## config.mk

```make
export PLATFORM = sky130hd
export DESIGN_NAME = adder_nibble_sequencer
export DESIGN_NICKNAME = d
export VERILOG_FILES = /design/src/rtl/adder_nibble_sequencer_pkg.sv /design/src/rtl/adder_nibble_sequencer_full_adder.sv /design/src/rtl/adder_nibble_sequencer.sv
export SDC_FILE = /design/constraint.sdc
export NUM_CORES = 1
export LEC_CHECK = 0
export BUFFER_PORTS_ARGS = -buffer_cell sky130_fd_sc_hd__buf_2
export CAP_MARGIN = 5
export CORE_UTILIZATION = 54
export CTS_CLUSTER_DIAMETER = 100
export DETAILED_ROUTE_END_ITERATION = 10
export PLACE_DENSITY = 0.79
export SLEW_MARGIN = 20
export SYNTH_ARGS = -nofsm -noshare
export SYNTH_HDL_FRONTEND = slang
export SYNTH_SLANG_ARGS = --single-unit
```

## constraint.sdc

```tcl
create_clock -name clk_i -period 3.25 [get_ports clk_i]
set_clock_uncertainty 0.1 [all_clocks]
set_input_delay 0.1625 -clock clk_i [delete_from_list [all_inputs] [get_ports clk_i]]
set_output_delay 0.1625 -clock clk_i [all_outputs]
set_load 0.05 [all_outputs]
```

## src/rtl/adder_nibble_sequencer_pkg.sv

```systemverilog
// Shared constants for the nibble-serial adder: FSM state encoding and slice width.
package adder_nibble_sequencer_pkg;

    localparam logic [1:0] ST_IDLE = 2'd0;
    localparam logic [1:0] ST_ADD  = 2'd1;
    localparam logic [1:0] ST_DONE = 2'd2;

    localparam int NIB_W = 4;

    function automatic int nibble_count(input int width);
        return width / NIB_W;
    endfunction

endpackage

```

## src/rtl/adder_nibble_sequencer_full_adder.sv

```systemverilog
// Combinational 4-bit adder slice with carry-in and carry-out.
module full_adder_4bit (
    input  logic [3:0] A_i,
    input  logic [3:0] B_i,
    input  logic       C_i,
    output logic [3:0] S_o,
    output logic       C_o
);

    assign {C_o, S_o} = {1'b0, A_i} + {1'b0, B_i} + {4'b0000, C_i};

endmodule

```

## src/rtl/adder_nibble_sequencer.sv

```systemverilog
// Multi-cycle WIDTH-bit adder: one 4-bit slice is reused for every nibble, LSB first,
// with the ripple carry held in a register between cycles.
module adder_nibble_sequencer
    import adder_nibble_sequencer_pkg::*;
#(
    parameter int WIDTH = 16
) (
    input  logic             clk_i,
    input  logic             rst_n_i,
    input  logic             in_valid_i,
    output logic             in_ready_o,
    input  logic [WIDTH-1:0] A_i,
    input  logic [WIDTH-1:0] B_i,
    input  logic             C_i,
    output logic             out_valid_o,
    input  logic             out_ready_i,
    output logic [WIDTH-1:0] S_o,
    output logic             C_o,
    output logic             busy_o
);

    localparam int NIBBLES = nibble_count(WIDTH);
    localparam int CNT_W   = $clog2(NIBBLES) + 1;

    generate
        if ((WIDTH % NIB_W) != 0 || WIDTH < NIB_W) begin : g_width_check
            $error("adder_nibble_sequencer: WIDTH must be a multiple of 4 and >= 4");
        end
    endgenerate

    logic [1:0]       state;
    logic [CNT_W-1:0] cnt;
    logic             carry_q;
    logic [WIDTH-1:0] a_q;
    logic [WIDTH-1:0] b_q;
    logic [WIDTH-1:0] s_q;
    logic             c_q;
    logic             out_valid_q;

    int               nib_base;
    logic [NIB_W-1:0] a_nib;
    logic [NIB_W-1:0] b_nib;
    logic [NIB_W-1:0] slice_sum;
    logic             slice_carry;
    logic             last_nib;

    assign nib_base = NIB_W * int'(cnt);
    assign a_nib    = a_q[nib_base +: NIB_W];
    assign b_nib    = b_q[nib_base +: NIB_W];
    assign last_nib = (cnt == CNT_W'(NIBBLES - 1));

    full_adder_4bit u_slice (
        .A_i (a_nib),
        .B_i (b_nib),
        .C_i (carry_q),
        .S_o (slice_sum),
        .C_o (slice_carry)
    );

    // NOTE: all state uses non-blocking assignments so every register samples
    // pre-edge values; the operand registers are reset too, keeping S_o/C_o at 0.
    always_ff @(posedge clk_i) begin
        if (!rst_n_i) begin
            state       <= ST_IDLE;
            cnt         <= '0;
            carry_q     <= 1'b0;
            a_q         <= '0;
            b_q         <= '0;
            s_q         <= '0;
            c_q         <= 1'b0;
            out_valid_q <= 1'b0;
        end else begin
            case (state)
                ST_IDLE: begin
                    if (in_valid_i) begin
                        a_q     <= A_i;
                        b_q     <= B_i;
                        carry_q <= C_i;
                        cnt     <= '0;
                        s_q     <= '0;
                        c_q     <= 1'b0;
                        state   <= ST_ADD;
                    end
                end
                ST_ADD: begin
                    s_q[nib_base +: NIB_W] <= slice_sum;
                    carry_q                <= slice_carry;
                    cnt                    <= cnt + CNT_W'(1);
                    if (last_nib) begin
                        c_q         <= slice_carry;
                        out_valid_q <= 1'b1;
                        state       <= ST_DONE;
                    end
                end
                ST_DONE: begin
                    if (out_ready_i) begin
                        out_valid_q <= 1'b0;
                        state       <= ST_IDLE;
                    end
                end
                default: state <= ST_IDLE;
            endcase
        end
    end

    assign in_ready_o  = (state == ST_IDLE);
    assign busy_o      = (state == ST_ADD) || (state == ST_DONE);
    assign out_valid_o = out_valid_q;
    assign S_o         = s_q;
    assign C_o         = c_q;

endmodule
```

* Word level (Yosys, flattened, before mapping)
Index checks and enable logic that the tools add are counted.
** Operators by class
- Add/subtract/negate cells :: 4
- $mul :: 0
- Div/mod/pow operators :: 0
- Order comparisons :: 0
- Eq/ne operators :: 6
- Shifts and indexed selects :: 4
- Muxes and demuxes :: 17
- Bitwise logic cells :: 0
- Reductions and logical operators :: 9
** Operator list (count)
- $neg A5 Y33 :: 1
- $shift A4 B33 Y16 const A :: 1
- $shiftx A4 B33 Y16 :: 1
- $pmux W16 S2 :: 1
- $shiftx A16 B6 Y4 :: 2
- $bwmux W16 :: 1
- $mux W16 :: 1
- $reduce_and A3 Y1 :: 3
- $mux W2 :: 3
- $ne A2 B2 Y1 const B :: 3
- $pmux W1 S2 :: 3
- $pmux W2 S3 :: 1
- $pmux W3 S2 :: 1
- $add A4 B4 Y5 :: 1
- $add A5 B1 Y5 :: 1
- $mux W1 :: 5
- $reduce_and A2 Y1 :: 2
- $reduce_bool A2 Y1 :: 2
- $add A3 B1 Y3 const B :: 1
- $eq A3 B2 Y1 const B :: 1
- $mux W3 :: 1
- $eq A2 B1 Y1 const B :: 1
- $eq A2 B2 Y1 const B :: 1
- $logic_not A2 Y1 :: 1
- $logic_or A1 B1 Y1 :: 1
** Storage, ports and cells
- Bits in registers :: 56
- Latch bits :: 0
- Bits in writable memories :: 0
- Memory bits (read-only) :: 0
- Input port bits :: 37
- Output and inout port bits :: 20
- Logic and storage cells :: 48
- Memories :: 0

* Longest topological paths before layout
Gate-level depths: netlist of run 1.
- Depth after elaboration :: 6
- Mapped depth :: 9
- Mapped depth without buffers :: 8

* Cells and area by module
From an unflattened synthesis of run 1, not the netlist that was laid out.
** Unflattened totals
- Cells, all modules :: 306
- Area, all modules :: 2647.5 um^2
** Modules (own cells, without submodules)
- adder_nibble_sequencer :: times used 1, cells each 290, area an instance 2503.7 um^2, sequential area each 1121.1 um^2
- full_adder_4bit :: times used 1, cells each 16, area an instance 143.9 um^2, sequential area each 0.0 um^2

* Worst setup path before layout of run 1
Ideal clock, no wire load.
- Path kind :: reg2reg
- Start point :: register cnt[0]
- End point :: register carry_q
- Library setup time :: 132 ps
- Arrival :: 2636 ps
- Required time :: 3018 ps
- Slack :: 382 ps
- Cell stages (with the launch flop) :: 10
- Path buffers :: 1
- Period minus slack after synthesis :: 2868 ps
- Path through :: dfxtp_1 -> buf_4 -> mux4_2 -> and2_1 -> fa_1 -> fa_1 -> a21o_1 -> a21oi_1 -> a211o_1 -> a21oi_1
** Between the ends
- Word-level cells in the longest chain between the ends :: 4
- Elaborated cells on any way between the ends :: 5
- Those cells by class :: 2 x add/sub; 2 x shift; 1 x mux
** RTL lines
- from (decl) :: RTL line adder_nibble_sequencer.sv:32 : logic [CNT_W-1:0] cnt;
- from (signal assigned) :: RTL line adder_nibble_sequencer.sv:88 : cnt <= cnt + CNT_W'(1);
- $shiftx A16 B6 Y4, on equally long branches :: RTL line adder_nibble_sequencer.sv:48, adder_nibble_sequencer.sv:49
- $add A4 B4 Y5 * :: RTL line adder_nibble_sequencer_full_adder.sv:10 : assign {C_o, S_o} = {1'b0, A_i} + {1'b0, B_i} + {4'b0000, C_i};
- $add A5 B1 Y5 * :: RTL line adder_nibble_sequencer_full_adder.sv:10
- $pmux W1 S2 * :: RTL line adder_nibble_sequencer.sv:73 : case (state)
- to (signal assigned) :: RTL line adder_nibble_sequencer.sv:78 : carry_q <= C_i;
- to (signal assigned) :: RTL line adder_nibble_sequencer.sv:87 : carry_q <= slice_carry;
- to (decl) :: RTL line adder_nibble_sequencer.sv:33 : logic carry_q;
Mark *: on every way between the ends. The rest lies on a longest branch, timed or not.
A chain may end at the register's enable or synchronous reset.

* Worst setup path after layout of run 1
- Start point :: register cnt[0]
- End point :: register s_q[10], in the netlist S_o[10]
** Between the ends
- Word-level cells in the longest chain between the ends :: 6
- Elaborated cells on any way between the ends :: 9
- Those cells by class :: 3 x add/sub; 4 x shift; 2 x mux
** RTL lines
- $shiftx A16 B6 Y4, on equally long branches :: RTL line adder_nibble_sequencer.sv:48, adder_nibble_sequencer.sv:49
- $add A4 B4 Y5 :: RTL line adder_nibble_sequencer_full_adder.sv:10
- $add A5 B1 Y5 :: RTL line adder_nibble_sequencer_full_adder.sv:10
- $shiftx A4 B33 Y16 :: RTL line adder_nibble_sequencer.sv:86 : s_q[nib_base +: NIB_W] <= slice_sum;
- $bwmux W16 * :: RTL line adder_nibble_sequencer.sv:86
- $pmux W16 S2 * :: RTL line adder_nibble_sequencer.sv:73
- to (signal, indexed assignment) :: RTL line adder_nibble_sequencer.sv:86
- to (decl) :: RTL line adder_nibble_sequencer.sv:36 : logic [WIDTH-1:0] s_q;
Marks and branches as above.

==> results of run 1 <==
==> final timing paths <==
check,endpoint,slack (ns),cells past startpoint
max,S_o[10],0.33,7
min,b_q[1],-0.004,3
max reg2reg,S_o[10],0.33,7
min reg2reg,a_q[10],0.36,2
==> registers in the layout (all words and copies together) (netlist names) <==
signal,cells
out_valid_o,1
b_q,16
carry_q,1
C_o,1
S_o,16
a_q,16
state,2
cnt,3
==> repair_timing <==
| action | CTS | global route |
|---|---|---|
| hold buffers | 24 | 0 |
| hold endpoints to repair | 24 | 0 |
| endpoints found under the setup margin | 0 | 0 |
==> synthesized netlist by cell type (3+ instances only) <==
library cell | instances | area [sq um]
nor2b_1 | 3 | 18.8
dfxtp_1 | 56 | 1120
buf_2 | 3 | 15.0
ha_1 | 13 | 163
a21oi_1 | 41 | 205
a32oi_1 | 5 | 43.8
a21o_1 | 5 | 37.5
clkbuf_1 | 11 | 41.3
nand3_1 | 3 | 15.0
nor3_1 | 3 | 15.0
mux4_2 | 6 | 135
a22oi_1 | 6 | 45.0
nor2_1 | 17 | 63.8
a22o_1 | 3 | 26.3
nand2_1 | 73 | 274
inv_1 | 7 | 26.3
and2_1 | 9 | 56.3
==> layer usage <==
metal,GRT usage,vias to the layer above,share of wire
met5,0,-,0
met3,0.0347,12,0.039
li1,-,1190,-
met4,0.0871,0,0.019
met2,0.453,77,0.51
met1,0.324,1112,0.43
==> per-stage QoR <==
step / hold slack (ns) / total power, uW
floorplan: 0.198 / 1130
global placement: 0.306 / 1230
detailed placement: 0.308 / 1240
CTS: 0.00000491 / 1660
global route: 0.00133 / 1750
finish: -0.00442 / 1660
==> final cells by class <==
type,count,share of cell area
repair buffers,87,0.172
clock inverters,2,0.00412
inverters,8,0.00900
flip-flops and latches,56,0.336
well taps,67,0.0251
clock buffers,6,0.0247
multi-input cells,218,0.429
==> kinds of logic (layout without fill, tap and decap cells) <==
kind of cell,count (synthesis),in the layout,synth area share
DFF,56,56,0.423
muxes,10,10,0.0783
and+or+nand+nor,122,122,0.217
adders and majority gates,15,15,0.0765
xor gates and xnor gates,1,1,0.00330
AOI/OAI and AO/OA,70,70,0.165
buffers and inverters,24,103,0.0368
==> power breakdown <==
group	switching (uW)	internal (uW)	leakage, uW
clock	232	175	0.0000516
sequential	30.4	737	0.000457
combinational	290	195	0.000935
total	552	1110	0.00144
==> worst reg2reg max path, stage by stage (launching register included) <==
cell	delay (ns)
dfxtp_1	0.46
mux4_1	0.57
and2_1	0.18
fa_1	0.41
fa_1	0.43
xor2_1	0.44
a32oi_1	0.18
nor2_1	0.11
==> results.tsv, run 1 <==
stage	metric	value	unit
hold_path	worst hold path class	in2reg	
worst_setup_path	CP max FO	5	
synth	Synth Instances	298	
cells_and_area	final non-filler cell total	444	
timing	Slew headroom	0.470	
worst_setup_path	CP endpoint kind	flip-flop	
route	Pre-Repair DR Iteration Count	4	
synth	Yosys reg bits	56	
worst_setup_path	Critical Path Most Common Cell	fa_1	
synth	Post-synth EDFFs	0	
die	Die H	72.1	um
cells_and_area	Inserted Diodes	0	
worst_setup_path	Worst EP arrival	3.07	ns
die	DIE AREA	5190	sq um
die	# rows	25	
cts	# H-tree levels	2	
route	DR vias	2391	
global_route	GRT Overall Usage	0.257	
global_route	gr ovfl total	0	
worst_setup_path	FF-to-FF Start	cnt[0]	
placement	placed cells	412	
timing	min Tclk post-route	2.92	ns
power	VDD IR max	0.373	mV
hold_path	hold path startpoint	B_i[1]	
timing	WHS	-0.00442	ns
die	Die W	72.1	um
synth	Top FF cell, synth	dfxtp_1	
die	starting density of the core	0.561	
global_route	first-pass GRT wire length	10400	um
synth	syn nets	350	
global_route	largest net degree at the start of global routing	34	
cells_and_area	most frequent cells in the layout	73 x nand2_1, 56 x dfxtp_1, 56 x buf_2	
placement	Place WS	0.408	ns
synth	number of synthesis warnings	0	
synth	Synth Cell Area	2650	sq um
cells_and_area	final core occ	0.706	
cells_and_area	commonest non-fill, non-tap cell in the layout	nand2_1	
worst_setup_path	CP Data Required Time	3.40	ns
route	1st-iter DRT viols	159	
cts	post-CTS setup buffer count	0	
placement	PortBufs	56	
power	P per Cell Area	497	nW/um^2
worst_setup_path	crit-path cells	mux4_1 > and2_1 > fa_1 > fa_1 > xor2_1 > a32oi_1 > nor2_1	
placement	dpl hpwl	4010	um
route	Final ANT Viol Nets	0	
die	Core ar.	4720	sq um
timing	max-slew violation count	0	
cells_and_area	Multi-input gate area	1430	sq um
timing	setup ws final	0.331	ns
synth	Mapped Avg Cell Area	8.90	sq um
global_route	number of global-route vias before repair	2257	
cts	CTS sink count	56	
worst_setup_path	Worst setup SP type	flip-flop	
cts	Clock transition at path regs	0.10	ns
synth	Yosys cell types	43	
timing	total negative slack	0	ns
cells_and_area	nets	428	
cts	clock root buffer	clkbuf_8	
worst_setup_path	CP max stage cell	mux4_1	
placement	GP Congestion	0.852	
synth	sequential cell area fraction in the yosys report	0.423	
worst_setup_path	critical path class	reg2reg	
route	DRC Markers	0	
outcome	outcome	finished with violations	
cts	CTS resizes	0	
timing	Max Clock Freq	0.343	GHz
timing	Tcrit/Tclk final	0.898	
job	Max Cap Viol	0	
timing	Hold Violations, Final	2	
cells_and_area	Layout fillers	359	
route	Vias/cell	5.39	
worst_setup_path	crit path buf inv count	0	
global_route	initial antenna violation count	0	
outcome	failing checks	hold timing	
timing	RSZ-0062 raised after global routing	no	
worst_setup_path	Worst path top cell family by delay	adder cells	
die	I/O Pins	57	
timing	Setup violations, final	0	
worst_setup_path	Worst Setup SP	cnt[0]	
worst_setup_path	CP peak stage delay	0.57	ns
placement	placed instance area	3000	sq um
power	Leak	0.00144	uW
cells_and_area	Syn-to-layout area delta	25.9	%
cts	Inserted Clock Buffers	5	
cells_and_area	design area	3340	sq um
cells_and_area	layout cells sized above 1	0.228	
cts	CTS max path bufs	2	
synth	Synth async-reset ratio	0	
cells_and_area	FF/Latch Area	1120	sq um
route	drt wl/cell	13.9	um
route	routed wire length	6170	um
timing	Worst Tran Pin Value	0.773	ns
cts	CTS tree	yes	
cts	clock latency on the worst-skew pair	0.31	ns
(Power assumes the default switching activity.)
==> run 2: changes to the inputs <==
- CORE_UTILIZATION: 54 -> 40
- PLACE_DENSITY: 0.79 -> unset
==> run 2 against run 1 <==
  * The run now ends clean
  * Clock power fell by 4%
  * First-iteration DRC count fell by 16%
  * Count of clock-buffer cells in the layout fell by 1
  * Via count fell by 0.25%
  * Sequential share of layout area fell by 0.70 points
  * Sequential cell count did not move
  * Utilization fell by 17 points
  * Sequential power barely moved
  * Worst hold slack improved by 0.12 ns
  * Combinational power barely moved
  * Maximum frequency fell by 3.3%
  * Worst setup slack got worse by 0.10 ns
  * Critical endpoint unchanged
==> results.tsv, run 2 (synthesis results as in run 1) <==
stage	metric	value	unit	change
job	Max Cap Viol	0		unchanged
worst_setup_path	crit-path cells	mux4_1 > and2_1 > fa_1 > fa_1 > xor2_1 > a32oi_1 > nor2_1		
cells_and_area	FF/Latch Area	1120	sq um	unchanged
die	Die W	83.4	um	+16%
global_route	first-pass GRT wire length	10600	um	+1.5%
cts	CTS max path bufs	2		unchanged
global_route	initial antenna violation count	0		unchanged
die	Core ar.	6390	sq um	+35%
worst_setup_path	Worst Setup SP	cnt[0]		
cts	CTS sink count	56		unchanged
cells_and_area	nets	434		+1.4%
placement	placed cells	420		+1.9%
worst_setup_path	FF-to-FF Start	cnt[0]		
global_route	GR Util met2	0.320		-0.133
route	Vias/cell	5.18		-3.7%
timing	min Tclk post-route	3.02	ns	+0.100 ns
cells_and_area	commonest non-fill, non-tap cell in the layout	nand2_1		
power	P per Cell Area	483	nW/um^2	-2.9%
die	starting density of the core	0.415		-0.146
worst_setup_path	Worst path depth	7		unchanged
worst_setup_path	RR Endpoint	S_o[10]		
route	drt wl/cell	13.2	um	-5.2%
die	Die H	83.4	um	+16%
global_route	number of global-route vias before repair	2259		+0.089%
global_route	grt met1 use	0.244		-0.0800
cells_and_area	Layout fillers	623		+74%
hold_path	worst hold path class	in2reg		
route	DRC Markers	0		unchanged
die	DIE AREA	6960	sq um	+34%
route	Final ANT Viol Nets	0		unchanged
route	routed wire length	6060	um	-1.8%
hold_path	Hold Path Depth	3		unchanged
cells_and_area	final non-filler cell total	460		+3.6%
timing	Worst Tran Pin Value	0.746	ns	-0.0265 ns
timing	max-slew violation count	0		unchanged
placement	dpl hpwl	4190	um	+4.5%
outcome	outcome	finished clean		
global_route	GRT Overall Usage	0.186		-0.0708
worst_setup_path	Worst EP arrival	3.17	ns	+0.10 ns
die	I/O Pins	57		unchanged
cells_and_area	layout cells sized above 1	0.219		-0.00880
cts	clock root buffer	clkbuf_8		
worst_setup_path	Worst setup SP type	flip-flop		
cts	clock latency on the worst-skew pair	0.31	ns	about the same
global_route	met3 GRT Util	0.0427		+0.00802
global_route	largest net degree at the start of global routing	33		-2.9%
route	Pre-Repair DR Iteration Count	4		unchanged
die	# rows	29		+16%
hold_path	hold path startpoint	in_valid_i		
power	VDD IR max	0.280	mV	-25%
timing	Slew headroom	0.488		+0.0181
cells_and_area	Multi-input gate area	1430	sq um	unchanged
timing	Max Clock Freq	0.331	GHz	-3.3%
timing	Setup violations, final	0		unchanged
cells_and_area	Inserted Diodes	0		unchanged
worst_setup_path	CP peak stage delay	0.60	ns	+0.03 ns
placement	PortBufs	56		unchanged
cts	# H-tree levels	2		unchanged
power	Final Power	1650	uW	-0.83%
cts	Clock transition at path regs	0.10	ns	about the same
route	DR vias	2385		-0.25%
worst_setup_path	CP max FO	11		+6
cells_and_area	most frequent cells in the layout	73 x nand2_1, 56 x dfxtp_1, 56 x buf_2		
timing	Hold Violations, Final	0		-2
hold_path	WHS Endpoint	state[0]		
timing	RSZ-0062 raised after global routing	no		
cells_and_area	Syn-to-layout area delta	28.6	%	
worst_setup_path	reg2reg path depth	7		unchanged
worst_setup_path	critical path class	reg2reg		
timing	Tcrit/Tclk final	0.929		+0.0308
cts	post-CTS setup buffer count	0		unchanged
worst_setup_path	CP endpoint kind	flip-flop		
worst_setup_path	Critical Path Most Common Cell	fa_1		
worst_setup_path	Worst path top cell family by delay	adder cells		
worst_setup_path	CP max stage cell	dfxtp_1		
route	1st-iter DRT viols	134		-16%
global_route	gr ovfl total	0		unchanged
worst_setup_path	r2r setup slk	0.23	ns	-0.10 ns
worst_setup_path	crit path buf inv count	0		unchanged
timing	total negative slack	0	ns	unchanged
cts	CTS tree	yes		
placement	GP Congestion	0.813		-4.5%
worst_setup_path	CP Data Required Time	3.40	ns	about the same
global_route	busiest grt layer	met2		
power	Leak	0.00146	uW	+1.1%
cts	Inserted Clock Buffers	5		unchanged
run 2: worst reg2reg max path: stages, from the launching register on:
cell     delay [ns]
dfxtp_1        0.60
mux4_1         0.60
and2_1         0.18
fa_1           0.40
fa_1           0.42
xor2_1         0.40
a32oi_1        0.16
nor2_1         0.10
run 2: repair_timing:
| action | 4_1_cts | 5_1_grt |
|---|---|---|
| hold buffers | 32 | 0 |
| hold endpoints to repair | 32 | 0 |
| resized for setup | 0 | 0 |
run 2: layer usage:
| layer | vias up | share of wire |
|---|---|---|
| li1 | 1210 | - |
| met1 | 1118 | 0.48 |
| met2 | 55 | 0.48 |
| met3 | 2 | 0.041 |
| met4 | 0 | 0.0020 |
| met5 | - | 0 |
run 2: worst max path at each step:
stage / to
global route: C_o
finish: S_o[10]
floorplan: carry_q
global placement: carry_q
detailed placement: carry_q
CTS: carry_q
run 2: final cells by class:
cell class,instances,area share
multi-input combinational,218,0.420
sequential,56,0.329
timing repair buffer,93,0.187
tap,77,0.0283
clock buffer,5,0.0202
inverter,8,0.00881
clock inverter,3,0.00624
run 2: where the power goes:
part / internal (uW) / total (uW) / switching, uW
Combinational: 198 / 485 / 286
Sequential: 737 / 771 / 33.1
Clock: 154 / 390 / 236
Total: 1090 / 1650 / 556
run 2: metrics by stage:
| stage | utilization | setup slack [ns] | hold slack (ns) | cell area, sq um |
|---|---|---|---|---|
| detailed placement | 0.469 | 0.250 | 0.311 | 3000 |
| floorplan | - | 0.382 | 0.198 | 2650 |
| CTS | 0.534 | 0.227 | 0.102 | 3410 |
| global route | 0.534 | 0.0550 | 0.119 | 3410 |
| finish | 0.534 | 0.231 | 0.111 | 3410 |
| global placement | 0.469 | 0.305 | 0.304 | 3000 |
